==> src/rtl/pixel_byte_fifo.sv <==
// Pixel word FIFO feeding a byte serializer for the UART path.
// Words enter whole; bytes leave MSB first with a valid/ready handshake.
module pixel_byte_fifo #(
  parameter int PixelBitWidth = 16,
  parameter int Depth         = 16
) (
  input  logic                       p_clk,
  input  logic                       RST,
  input  logic [PixelBitWidth-1:0]   i_data,
  input  logic                       i_valid,
  output logic [7:0]                 o_byte,
  output logic                       o_valid,
  input  logic                       i_ready,
  output logic [$clog2(Depth):0]     o_count,
  output logic                       o_overflow
);

  localparam int AW     = $clog2(Depth);
  localparam int CW     = AW + 1;
  localparam int NBytes = PixelBitWidth / 8;
  localparam int IdxW   = (NBytes > 1) ? $clog2(NBytes) : 1;
  localparam logic [IdxW-1:0] LastIdx = IdxW'(NBytes - 1);

  typedef enum logic {IDLE, SEND} state_t;

  logic [PixelBitWidth-1:0] mem [Depth];
  logic [AW-1:0]            wr_ptr;
  logic [AW-1:0]            rd_ptr;
  logic [CW-1:0]            count;
  state_t                   state;
  logic [PixelBitWidth-1:0] shreg;
  logic [IdxW-1:0]          byte_idx;

  logic full;
  logic empty;
  logic wr_en;
  logic last_xfer;
  logic pop;

  assign full      = (count == CW'(Depth));
  assign empty     = (count == '0);
  assign wr_en     = i_valid && !full;
  assign last_xfer = (state == SEND) && i_ready && (byte_idx == LastIdx);
  // A word leaves the FIFO either into an idle serializer or back-to-back
  // with the final byte of the previous word, so the byte stream has no gap.
  assign pop       = !empty && ((state == IDLE) || last_xfer);

  assign o_count = count;
  assign o_byte  = shreg[PixelBitWidth-1 -: 8];

  always_ff @(posedge p_clk) begin
    if (wr_en) mem[wr_ptr] <= i_data;
  end

  always_ff @(posedge p_clk or negedge RST) begin
    if (!RST) begin
      wr_ptr     <= '0;
      rd_ptr     <= '0;
      count      <= '0;
      o_overflow <= 1'b0;
    end else begin
      if (wr_en) wr_ptr <= wr_ptr + AW'(1);
      if (pop)   rd_ptr <= rd_ptr + AW'(1);
      count <= count + CW'(wr_en) - CW'(pop);
      if (i_valid && full) o_overflow <= 1'b1;
    end
  end

  always_ff @(posedge p_clk or negedge RST) begin
    if (!RST) begin
      state    <= IDLE;
      shreg    <= '0;
      byte_idx <= '0;
      o_valid  <= 1'b0;
    end else begin
      case (state)
        IDLE: begin
          if (pop) begin
            shreg    <= mem[rd_ptr];
            byte_idx <= '0;
            o_valid  <= 1'b1;
            state    <= SEND;
          end
        end
        SEND: begin
          if (i_ready) begin
            if (byte_idx == LastIdx) begin
              byte_idx <= '0;
              if (pop) begin
                shreg <= mem[rd_ptr];
              end else begin
                shreg   <= '0;
                o_valid <= 1'b0;
                state   <= IDLE;
              end
            end else begin
              shreg    <= {shreg[PixelBitWidth-9:0], 8'h00};
              byte_idx <= byte_idx + IdxW'(1);
            end
          end
        end
        default: state <= IDLE;
      endcase
    end
  end

endmodule

==> config.mk <==
export PLATFORM = sky130hd
export DESIGN_NAME = pixel_byte_fifo
export DESIGN_NICKNAME = d
export VERILOG_FILES = /design/src/rtl/pixel_byte_fifo.sv
export SDC_FILE = /design/constraint.sdc
export NUM_CORES = 1
export LEC_CHECK = 0
export CAP_MARGIN = 10
export CORE_UTILIZATION = 25
export CTS_CLUSTER_SIZE = 20
export DETAILED_ROUTE_END_ITERATION = 10
export PLACE_DENSITY = 0.38
export SLEW_MARGIN = 25
export SYNTH_ARGS = -nofsm -noshare
export SYNTH_HDL_FRONTEND = slang
export SYNTH_SLANG_ARGS = --single-unit
==> constraint.sdc <==
create_clock -name p_clk -period 2.7 [get_ports p_clk]
set_input_delay 0.405 -clock p_clk [delete_from_list [all_inputs] [get_ports p_clk]]
set_output_delay 0.405 -clock p_clk [all_outputs]
set_load 0.01 [all_outputs]
**After elaboration in Yosys (flattened, before gate mapping)**

Memory sizes are Yosys's and may differ from the RTL's.
Index checks and enable logic that the tools add are counted.

- Output and inout port bits: 15
- Bits in registers: 33
- Logic and storage cells: 51
- Memories kept: 1
- Bits in writable memories: 256
- Input port bits: 20

Memories:

| memory | depth | width | rd ports | clocked after memory_dff | write ports | RTL line | RTL |
|---|---|---|---|---|---|---|---|
| mem | 16 | 16 | 1 | 0 | 1 | 26 | `logic [PixelBitWidth-1:0] mem [Depth];` |

- Eq/ne operators: 5
- Multiplexer cells: 20
- Add/sub/neg operators: 5
- Bitwise logic cells: 1
- Reduce and logical (&&, ||, !) cells: 11

Operators by type and width:

| cell | number |
|---|---|
| two-way mux 16 bit | 4 |
| case mux 16 bit (2 select lines) | 1 |
| two-way mux 1 bit | 12 |
| adder 4 x 1 -> 4 bit (second input constant) | 2 |
| inequality test 2 bit (second input constant) | 3 |
| case mux 1 bit (2 select lines) | 3 |
| adder 5 x 1 -> 5 bit | 1 |
| equality test 5 bit (second input constant) | 1 |
| logical AND 1 bit | 5 |
| zero test 5 bit | 1 |
| subtractor 5 x 1 -> 5 bit | 1 |
| AND reduction 4 bit | 1 |
| zero test 1 bit | 2 |
| inequality test 2 x 1 -> 1 bit (second input constant) | 1 |
| AND reduction 2 bit | 1 |
| adder 1 bit (second input constant) | 1 |
| logical OR 1 bit | 1 |
| NOT 1 bit | 1 |

**Logic depth before layout (Yosys ltp)**

Gate-level depths: netlist of the first run.

- Word-level depth: 8
- Gate-level depth with buffers: 13
- Depth with buffers taken out: 13

**Worst setup path before layout of the first run**

OpenSTA, ideal clock, no wires.

- Path kind: reg-to-reg
- From: register count[2] (netlist: o_count[2])
- To: memory mem[3][0] (enable)
- Cell stages (with the launch flop): 6
- Data arrival time: 2.568 ns
- Setup slack: -0.277 ns
- Path through: dfrtp_1 inv_1 ha_1 a31oi_1 nand2_1 nor3_1

- Longest elaborated chain between the ends: 5

Ends and longest elaborated chain:

| element | RTL line | RTL |
|---|---|---|
| start, declared | 29 | `logic [CW-1:0] count;` |
| start signal, assigned | 64 | `count <= count + CW'(wr_en) - CW'(pop);` |
| equality test 5 bit | 40 | `assign full = (count == CW'(Depth));` |
| zero test 1 bit | 42 | `assign wr_en = i_valid && !full;` |
| logical AND 1 bit | 42 |  |
| two-way mux 1 bit | 52 | `if (wr_en) mem[wr_ptr] <= i_data;` |
| two-way mux 1 bit (not written as such) | 52 |  |
| end, declared | 26 |  |

Every way passes these cells.

**Worst setup path after layout of the first run**

- From: register count[2] (netlist: o_count[2])
- To: register count[4] (netlist: o_count[4])

RTL lines:

| element | RTL line | RTL |
|---|---|---|
| zero test 5 bit | 41 | `assign empty = (count == '0);` |
| zero test 1 bit | 46 | `assign pop = !empty && ((state == IDLE) \|\| last_xfer);` |
| logical AND 1 bit | 46 |  |
| named net pop | 38 | `logic pop;` |
| subtractor 5 x 1 -> 5 bit | 64 |  |

The timed path passes the listed nets, and every way through them passes these cells.
A chain may end at the register's enable or synchronous reset.

==> metrics.cfg, run 1 <==
[power_and_ir_drop]
p_leak_uw = 0.00477
p_sw_share_pct = 31.1
power_density_nw_per_um2 = 1020
p_switching_uw = 4460
ir_worst_vdd_mv = 0.543
power_frac_seq_pct = 42.3
clkPwrFrac_pct = 28.3
internal_power_uw = 9870
p_comb_share_pct = 29.4

[synth]
synth_async_sr_flop_share_pct = 11.4
synth-edff-count = 256
syn_area_um2 = 11800
ys_seq_area_share_pct = 72.2
synth_nets = 643
synth_flop_cell = edfxtp_1
syn_inst = 611
yosysUniqueCellTypes = 42
ys_warn_count = 0
synth_area_per_cell_um2 = 19.3
synth_seq_cells = 289

[floorplanning]
core_um2 = 46600
ios = 35
die_x_um = 219
dieArea_um2 = 48000
start_util_pct = 25.3
die_h_um = 219
rows = 79

[sta]
period_share_pct = 91.7
period_needed_ns = 2.48
maxSlewViolCount = 0
setup_violations = 0
rsz0062_at_grt = false
tightest_slew_ns = 0.846
finalHoldViolCount = 0
relSlewSlack_pct = 43.1
fin_skew_ns = 0.0177
setup_ws_ns = 0.225
clock.fmax_mhz = 404
fin_tns_setup_ns = 0

[clock_tree]
clk_path_buf_depth = 3
clkTransAtPathRegs_ns = 0.06
post_cts_buffers = 0
cts_sinks = 289
cts_root_buffer = clkbuf_16
cts_max_level = 1
clkLatencyLatePin_ns = 0.57
cts_tree = built
cts-buffers-inserted = 31

[layout]
antenna_cells = 0
drive_above_1_share_pct = 20.9
final_cell_mix = 256 x edfxtp_1, 36 x mux4_1, 33 x clkdlybuf4s50_1
final_common_cell = edfxtp_1
fin_nets = 710
final-instance-count-excl-fill = 1307
syn_to_final_growth_pct = 19.4

[critical_path]
crit_family = adder cells
slowest_stage = dfrtp_1
crit_top_cell = inv_1
worstPathRequired_ns = 3.18
worstPathBufferInverterCount = 4
critPathMaxFanout = 4
crit_chain = inv_1 -> ha_2 -> nor4b_4 -> nor2_1 -> ha_1 -> inv_1 -> ha_1 -> inv_1 -> fa_1 -> inv_1 -> a21oi_1 -> o21bai_1 -> xnor2_1
endpoint_kind = flop
cpPeakStageDelay_ns = 0.40
r2r_slack_ns = 0.22
arrival_ns = 2.96
cp-start-kind = flop
crit_type = reg -> reg

[global_routing]
grt_remaining_overflow = 0
grt_max_degree = 54
track_usage_pct = 12.0
antenna_found_initial = 0
grt_pass1_wl_um = 41500
grt_pass1_vias = 5957

[routing]
ant_nets = 0
vias = 5749
wire_per_inst_um = 21.4
avgViaCountPerCell = 4.40
dr.pass1.iters = 6
wirelength_um = 28000
drt_iter0_markers = 388
route.detailed.drc = 0

[flow_run]
cap_viol_max_count = 0

[worst_hold_path]
hold_class = in -> async

[placed_design]
dp_hpwl_um = 18400
gp_congestion = 0.715
place_inst = 1251
port_buffers = 34
dp_slack_ns = 0.0287

[status]
outcome = completed

-- area by class of cell --
| cell class | instances | area [µm²] |
|---|---|---|
| clock buffers | 38 | 802 |
| clock inverters | 17 | 160 |
| fillers | 4488 | 32500 |
| inverters | 12 | 45.0 |
| multi-input cells | 269 | 3040 |
| flip-flops and latches | 289 | 8520 |
| well taps | 607 | 759 |
| repair buffers | 75 | 758 |
-- worst reg2reg max path, stage by stage (launching register included) --
cell and delay [ns]:
dfrtp_1 0.40, inv_1 0.09, ha_2 0.21, nor4b_4 0.23, nor2_1 0.11, ha_1 0.27
inv_1 0.05, ha_1 0.15, inv_1 0.06, fa_1 0.39, inv_1 0.07, a21oi_1 0.06
o21bai_1 0.16, xnor2_1 0.13
-- Yosys cell counts (2+ instances only) --
cell type | n | area, µm²
ha_1 | 11 | 138
mux4_2 | 20 | 450
o21ai_0 | 15 | 75.1
nor3_1 | 6 | 30.0
nand2_1 | 27 | 101
o221ai_1 | 8 | 70.1
buf_1 | 5 | 18.8
nand2b_1 | 3 | 18.8
mux2i_1 | 24 | 240
edfxtp_1 | 256 | 7690
xnor2_1 | 6 | 52.6
a21oi_1 | 27 | 135
a21o_1 | 9 | 67.6
nor2b_1 | 8 | 50.1
buf_6 | 6 | 67.6
nor2_1 | 15 | 56.3
buf_2 | 3 | 15.0
dfrtp_1 | 33 | 826
o21ai_1 | 11 | 55.1
nor4b_2 | 2 | 30.0
buf_4 | 12 | 90.1
clkbuf_1 | 11 | 41.3
mux4_1 | 36 | 946
inv_1 | 12 | 45.0
a222oi_1 | 8 | 80.1
xor2_1 | 5 | 43.8
mux2_2 | 17 | 191
-- per-layer routing --
layer	global-route usage, %	part of all wire, %
met1	16.5	47
met2	19.7	48
met3	1.86	3.6
met4	3.24	1.9
met5	0	0
-- flip-flops by register name, summed over array words and instances, names as in the netlist --
register,flops
o_count,5
byte_idx,1
shreg,16
rd_ptr,4
mem,256
state,1
o_valid,1
wr_ptr,4
o_overflow,1
-- stage by stage --
step / utilization, % / hold slack, ns / power (µW) / cell area [µm²]
final: 30.2 / 0.473 / 14300 / 14100
after global placement: 28.1 / 0.447 / 10400 / 13100
after detailed placement: 28.1 / 0.475 / 10500 / 13100
after floorplan: - / 0.109 / 8750 / 11800
after CTS: 30.2 / 0.481 / 14600 / 14100
after global routing: 30.2 / 0.501 / 15100 / 14100
-- final timing paths --
kind / from / end / depth (start not counted)
min: RST / shreg[12] / 2
min in group p_clk: o_overflow / o_overflow / 1
max: o_count[2] / o_count[4] / 13
max reg2reg: o_count[2] / o_count[4] / 13
min reg2reg: o_overflow / o_overflow / 1
max in group asynchronous: RST / rd_ptr[2] / 2
-- power by group through the flow --
stage	Sequential, µW	Combinational, µW	Clock [µW]
2_1_floorplan	5810	2940	0
3_3_place_gp	6130	4280	0
3_5_place_dp	6160	4330	0
4_1_cts	6080	4340	4200
5_1_grt	6130	4580	4350
6_report	6050	4210	4060
-- kinds of logic after synthesis --
| kind of cell | synth area share, % |
|---|---|
| multiplexers | 15.7 |
| AND/OR/NAND/NOR | 2.76 |
| XOR/XNOR | 0.817 |
| buffers and inverters | 2.84 |
| AO/OA/AOI/OAI | 4.36 |
| adder cells (fa/ha/maj) | 1.34 |
| flip-flops | 72.2 |
-- timing repair --
action                                  in CTS  in global routing
resized for setup                            0                  2
endpoints found under the setup margin       0                  1
hold endpoints to repair                    33                  0
hold buffers                                 1                  0
Power figures use the tool's default switching activity.
==> run 2: changes to the inputs <==
--- a/config.mk
+++ b/config.mk
@@ -7,9 +7,9 @@
 export LEC_CHECK = 0
 export CAP_MARGIN = 10
 export CORE_UTILIZATION = 25
-export CTS_CLUSTER_SIZE = 20
 export DETAILED_ROUTE_END_ITERATION = 10
 export PLACE_DENSITY = 0.38
+export RECOVER_POWER = 50
 export SLEW_MARGIN = 25
 export SYNTH_ARGS = -nofsm -noshare
 export SYNTH_HDL_FRONTEND = slang
==> run 2 against run 1 <==
Against the previous run:
- register-to-register slack hardly changed
- non-clock buffer count stayed put
- sequential cell count stayed put
- cell count stayed put
- routed wire length hardly changed
- worst setup slack hardly changed
- critical path depth stayed put
- critical path type unchanged
- largest cell class unchanged
- largest power group unchanged
==> metrics.cfg, run 2 (synthesis results as in run 1) <==
[critical_path]
worstPathRequired_ns = 3.18
arrival_ns = 2.96
r2r.worst_path.cells = 13
r2r-start = o_count[2]
crit_top_cell = inv_1
critPathCapture = o_count[4]
slowest_stage = dfrtp_1
cp-start-kind = flop
r2r_slack_ns = 0.22
critPathMaxFanout = 4
crit_chain = inv_1 -> ha_2 -> nor4b_4 -> nor2_1 -> ha_1 -> inv_1 -> ha_1 -> inv_1 -> fa_1 -> inv_1 -> a21oi_1 -> o21bai_1 -> xnor2_1
crit_type = reg -> reg
reg2reg_to = o_count[4]
endpoint_kind = flop
crit_path_start = o_count[2]
cpPeakStageDelay_ns = 0.40

[clock_tree]
clkLatencyLatePin_ns = 0.57
cts_sinks = 289
cts_max_level = 1
cts_tree = built
cts_root_buffer = clkbuf_16
clk_path_buf_depth = 3
cts-buffers-inserted = 31
clkTransAtPathRegs_ns = 0.06

[placed_design]
gp_congestion = 0.715
dp_hpwl_um = 18400
port_buffers = 34

[sta]
period_share_pct = 91.7
clock.fmax_mhz = 404
rsz0062_at_grt = false
fin_skew_ns = 0.0174
maxSlewViolCount = 0
fin_tns_setup_ns = 0
finalHoldViolCount = 0
period_needed_ns = 2.48
tightest_slew_ns = 0.861
hold_slack_ns = 0.473
setup_violations = 0
relSlewSlack_pct = 42.1

[routing]
avgViaCountPerCell = 4.40
route.detailed.drc = 0
wire_per_inst_um = 21.5
wirelength_um = 28000
dr.pass1.iters = 7
vias = 5750
drt_iter0_markers = 388
ant_nets = 0

[floorplanning]
dieArea_um2 = 48000
start_util_pct = 25.3
ios = 35
die_h_um = 219
die_x_um = 219
rows = 79
core_um2 = 46600

[flow_run]
cap_viol_max_count = 0

[global_routing]
busiest_layer = met2
grt_max_degree = 54
grt_util_met1_pct = 16.5
antenna_found_initial = 0
grt_pass1_vias = 5957
grt_remaining_overflow = 0
use_met3_pct = 1.86
grt_use_met2_pct = 19.7
grt_pass1_wl_um = 41500
track_usage_pct = 12.0

[power_and_ir_drop]
p_switching_uw = 4460
p_comb_share_pct = 29.4
ir_worst_vdd_mv = 0.543
p_sw_share_pct = 31.1
internal_power_uw = 9860
clkPwrFrac_pct = 28.3
power_density_nw_per_um2 = 1020
power_frac_seq_pct = 42.3
p_leak_uw = 0.00477

[layout]
fin_nets = 710
drive_above_1_share_pct = 20.7
largest_register_ffs = 256
final_cell_mix = 256 x edfxtp_1, 36 x mux4_1, 31 x clkbuf_16
final_common_cell = edfxtp_1
regMostFlops = mem
antenna_cells = 0
fill_cells = 4487
syn_to_final_growth_pct = 19.4

[status]
outcome = completed

[worst_hold_path]
hold_class = in -> async

==> run 2: changes by cell type in the layout (fill, tap and decap cells not counted), sizes merged <==
cell	delta
clkdlybuf4s50	-16
dlygate4sd3	+16
buf	-1
clkbuf	+1
==> run 2: worst min-delay path by stage <==
stage / slack (ns) / cells past startpoint / to / start
2_1_floorplan: 0.11 / 0 / byte_idx / RST
3_3_place_gp: 0.45 / 1 / o_overflow / o_overflow
3_5_place_dp: 0.47 / 1 / o_overflow / o_overflow
4_1_cts: 0.48 / 2 / o_count[4] / RST
5_1_grt: 0.50 / 1 / o_overflow / o_overflow
6_report: 0.47 / 2 / shreg[12] / RST
==> run 2: repair_timing <==
item / in CTS / in global routing
hold buffers: 1 / 0
gates resized for setup: 0 / 2
setup buffers: 0 / 0
setup endpoints to repair: 0 / 1
endpoints found under the hold margin: 33 / 0
==> run 2: worst max-delay path, delay by kind of cell (launching register included) <==
kind / cells / cell delay [ns]
compound gates: 2 / 0.22
xor+xnor: 1 / 0.13
fa+ha+maj: 4 / 1.02
buf+inv: 4 / 0.27
flops: 1 / 0.40
simple gates: 2 / 0.34
==> run 2: area by class of cell <==
class,instances,area (µm²),share of cell area [%]
repair buffers,75,754,5.36
multi-input cells,269,3040,21.6
well taps,607,759,5.40
flip-flops and latches,289,8520,60.5
clock inverters,17,160,1.14
clock buffers,38,802,5.70
inverters,12,45.0,0.320
==> run 2: metrics by stage <==
step                total power (µW)  area [µm²]  util, %  instances  setup WS (ns)
floorplan                       8750       11800        -        611         0.0694
global placement               10400       13100     28.1       1251         0.0659
finish                         14300       14100     30.2       1307          0.225
global route                   15100       14100     30.2       1307         0.0281
detailed placement             10500       13100     28.1       1251         0.0287
CTS                            14600       14100     30.2       1307          0.170
==> run 2: power by group through the flow <==
stage	logic (µW)	registers (µW)	clock network [µW]
after global routing	4580	6130	4350
after CTS	4340	6080	4200
final	4210	6050	4060
after floorplan	2940	5810	0
after global placement	4280	6130	0
after detailed placement	4330	6160	0
==> run 2: layer usage <==
metal	vias to the layer above	share of wire [%]
met4	0	1.8
met3	33	3.6
met5	-	0
met1	3022	47
met2	90	48
li1	2605	-
==> run 3: changes to the inputs <==
--- a/config.mk
+++ b/config.mk
@@ -5,6 +5,7 @@
 export SDC_FILE = /design/constraint.sdc
 export NUM_CORES = 1
 export LEC_CHECK = 0
+export ABC_AREA = 1
 export CAP_MARGIN = 10
 export CORE_UTILIZATION = 25
 export DETAILED_ROUTE_END_ITERATION = 10
==> run 3 against run 2 <==
Against the previous run:
- worst setup slack better by 0.074 ns
- sequential cell count unchanged
- largest power group unchanged
- routed wire length grew 15%
- cell count grew 30%
- clock skew is 0.0023 ns lower
- core utilization rose by 0.12 points
- clock power grew 10%
- global-route usage is 1.7 points higher
- non-clock buffer count increased by 6
- the flow now finishes with violations (design-rule violations, max-capacitance violations, max-slew violations)
- sequential share of layout area fell by 0.50 points
- clock-buffer cell count increased by 9
- combinational power is 24% higher
- critical path type unchanged
==> metrics.cfg, run 3 <==
[floorplanning]
ios = 35
die_h_um = 220
core_um2 = 46800
rows = 79
start_util_pct = 25.5
die_x_um = 220
dieArea_um2 = 48500

[clock_tree]
post_cts_buffers = 0
cts_max_level = 2
cts_sinks = 289
clkTransAtPathRegs_ns = 0.05
cts_root_buffer = clkbuf_16
clkLatencyLatePin_ns = 0.55
clk_path_buf_depth = 3
cts-buffers-inserted = 36
cts_tree = built
cts_resized = 0

[sta]
period_share_pct = 88.9
rsz0062_at_grt = false
fin_skew_ns = 0.0151
clock.fmax_mhz = 416
hold_slack_ns = 0.452
period_needed_ns = 2.40
tightest_slew_ns = 1.91
setup_violations = 0
relSlewSlack_pct = -27.3
maxSlewViolCount = 34
setup_ws_ns = 0.299
finalHoldViolCount = 0

[synth]
synth-edff-count = 256
synth_area_per_cell_um2 = 11.8
syn_area_um2 = 11900
ys_warn_count = 0
synth_flop_cell = edfxtp_1
synth.top_cell.area_share_pct = 64.6
ys_seq_area_share_pct = 71.5
synth_top_cell_by_area = edfxtp_1
synth_nets = 1041
yosysUniqueCellTypes = 25
syn_inst = 1009
synth_seq_cells = 289
synth.most_common_cell = edfxtp_1
synth_async_sr_flop_share_pct = 11.4
ys_top_cells_by_count = 256 x edfxtp_1, 243 x nand2_1, 142 x nand3_1
yosys-top-cells-area = edfxtp_1 65%, nand2_1 7.7%, dfrtp_1 6.9%

[layout]
drive_above_1_share_pct = 9.76
regMostFlops = mem
fin_nets = 1097
final_cell_mix = 256 x edfxtp_1, 243 x nand2_1, 142 x nand3_1
antenna_cells = 0
final_common_cell = edfxtp_1
syn_to_final_growth_pct = 19.2
final_util_pct = 30.4
largest_register_ffs = 256

[flow_run]
cap_viol_max_count = 1

[routing]
wire_per_inst_um = 19.0
vias = 7442
avgViaCountPerCell = 4.40
ant_nets = 0
wirelength_um = 32200
route.detailed.drc = 3
dr.pass1.iters = 7
drt_iter0_markers = 502

[power_and_ir_drop]
power_density_nw_per_um2 = 1090
ir_worst_vdd_mv = 0.559
p_leak_uw = 0.00516

[critical_path]
cpPeakStageDelay_ns = 0.40
cp-start-kind = flop
endpoint_kind = flop
crit_top_cell = inv_1
crit_family = adder cells
slowest_stage = dfrtp_1
crit_type = reg -> reg
arrival_ns = 2.82
critPathMaxFanout = 3
crit_chain = inv_1 -> ha_1 -> nand4_1 -> nand2_1 -> inv_1 -> ha_1 -> inv_1 -> ha_1 -> inv_1 -> fa_1 -> o21ai_0 -> a21oi_1 -> xor2_1
worstPathBufferInverterCount = 4
worstPathRequired_ns = 3.12

[global_routing]
grt_remaining_overflow = 0
grt_pass1_vias = 7380
grt_pass1_wl_um = 48500
antenna_found_initial = 1
grt_max_degree = 155
track_usage_pct = 13.7

[placed_design]
gp_congestion = 0.732
port_buffers = 34
dp_hpwl_um = 19000
dp_slack_ns = 0.00592

[worst_hold_path]
hold_class = in -> reg

[status]
outcome = finished with violations
violations = design-rule violations, max-capacitance violations, max-slew violations

## run 3: cell count changes in the layout (fill, tap and decap cells not counted), sizes merged, moves of 9 or more
| cell | previous run | this run |
|---|---|---|
| a21o | 9 | 0 |
| clkbuf | 39 | 52 |
| inv | 12 | 51 |
| mux2 | 17 | 0 |
| mux2i | 25 | 0 |
| mux4 | 56 | 0 |
| nand2 | 27 | 243 |
| nand3 | 0 | 142 |
| nor2 | 15 | 74 |
| o211ai | 0 | 15 |
| o21ai | 26 | 81 |
## run 3: power by group
part           internal, µW  switching [µW]  leakage (µW)
registers              5500             227       0.00271
clock network          2650            1830      0.000519
logic                  1680            3520       0.00194
total                  9830            5570       0.00516
## run 3: logic make-up after synthesis
kind of cell	Yosys count	synth area share, %
DFF	289	71.5
AOI/OAI and AO/OA	120	5.41
adders and majority gates	12	1.32
buffers and inverters	115	4.87
xor gates and xnor gates	10	0.736
and+or+nand+nor	463	16.2
## run 3: metrics by stage
| step | TNS (ns) | cell area [µm²] | power (µW) | cells |
|---|---|---|---|---|
| floorplan | 0 | 11900 | 9170 | 1009 |
| finish | 0 | 14200 | 15400 | 1693 |
| global placement | -0.00166 | 13100 | 11200 | 1633 |
| CTS | 0 | 14200 | 15700 | 1693 |
| detailed placement | 0 | 13100 | 11100 | 1633 |
| global route | 0 | 14200 | 16500 | 1693 |
## run 3: worst min-delay path, cell delays in order
cell and delay, ns:
clkdlybuf4s50_1 0.42, inv_1 0.06, o21bai_1 0.06
## run 3: final timing paths
kind | end | cells after the start | slack, ns | from
setup reg to reg | o_count[4] | 13 | 0.30 | o_count[3]
setup / recovery | o_count[4] | 13 | 0.30 | o_count[3]
min in group asynchronous | shreg[11] | 2 | 0.94 | RST
hold / removal | o_overflow | 3 | 0.45 | i_valid
hold reg to reg | shreg[9] | 2 | 0.47 | shreg[9]
max in group asynchronous | rd_ptr[0] | 2 | 0.41 | RST
## run 3: layer usage
| layer | part of all wire, % | global-route usage (%) | vias up |
|---|---|---|---|
| met5 | 0 | 0 | - |
| met4 | 2.2 | 4.74 | 0 |
| met3 | 3.6 | 2.03 | 45 |
| met2 | 47 | 21.8 | 119 |
| met1 | 47 | 19.0 | 3660 |
| li1 | - | - | 3618 |
## run 3: timing repair
action                                  in CTS  in global routing
hold buffers                                 1                  0
endpoints found under the setup margin       0                  0
hold endpoints to repair                    33                  0
## run 3: layout make-up
cell class | count | area [µm²]
flip-flops and latches | 289 | 8520
repair buffers | 81 | 787
clock buffers | 47 | 942
multi-input cells | 605 | 2860
fillers | 4748 | 32600
well taps | 607 | 759
clock inverters | 12 | 133
inverters | 52 | 198
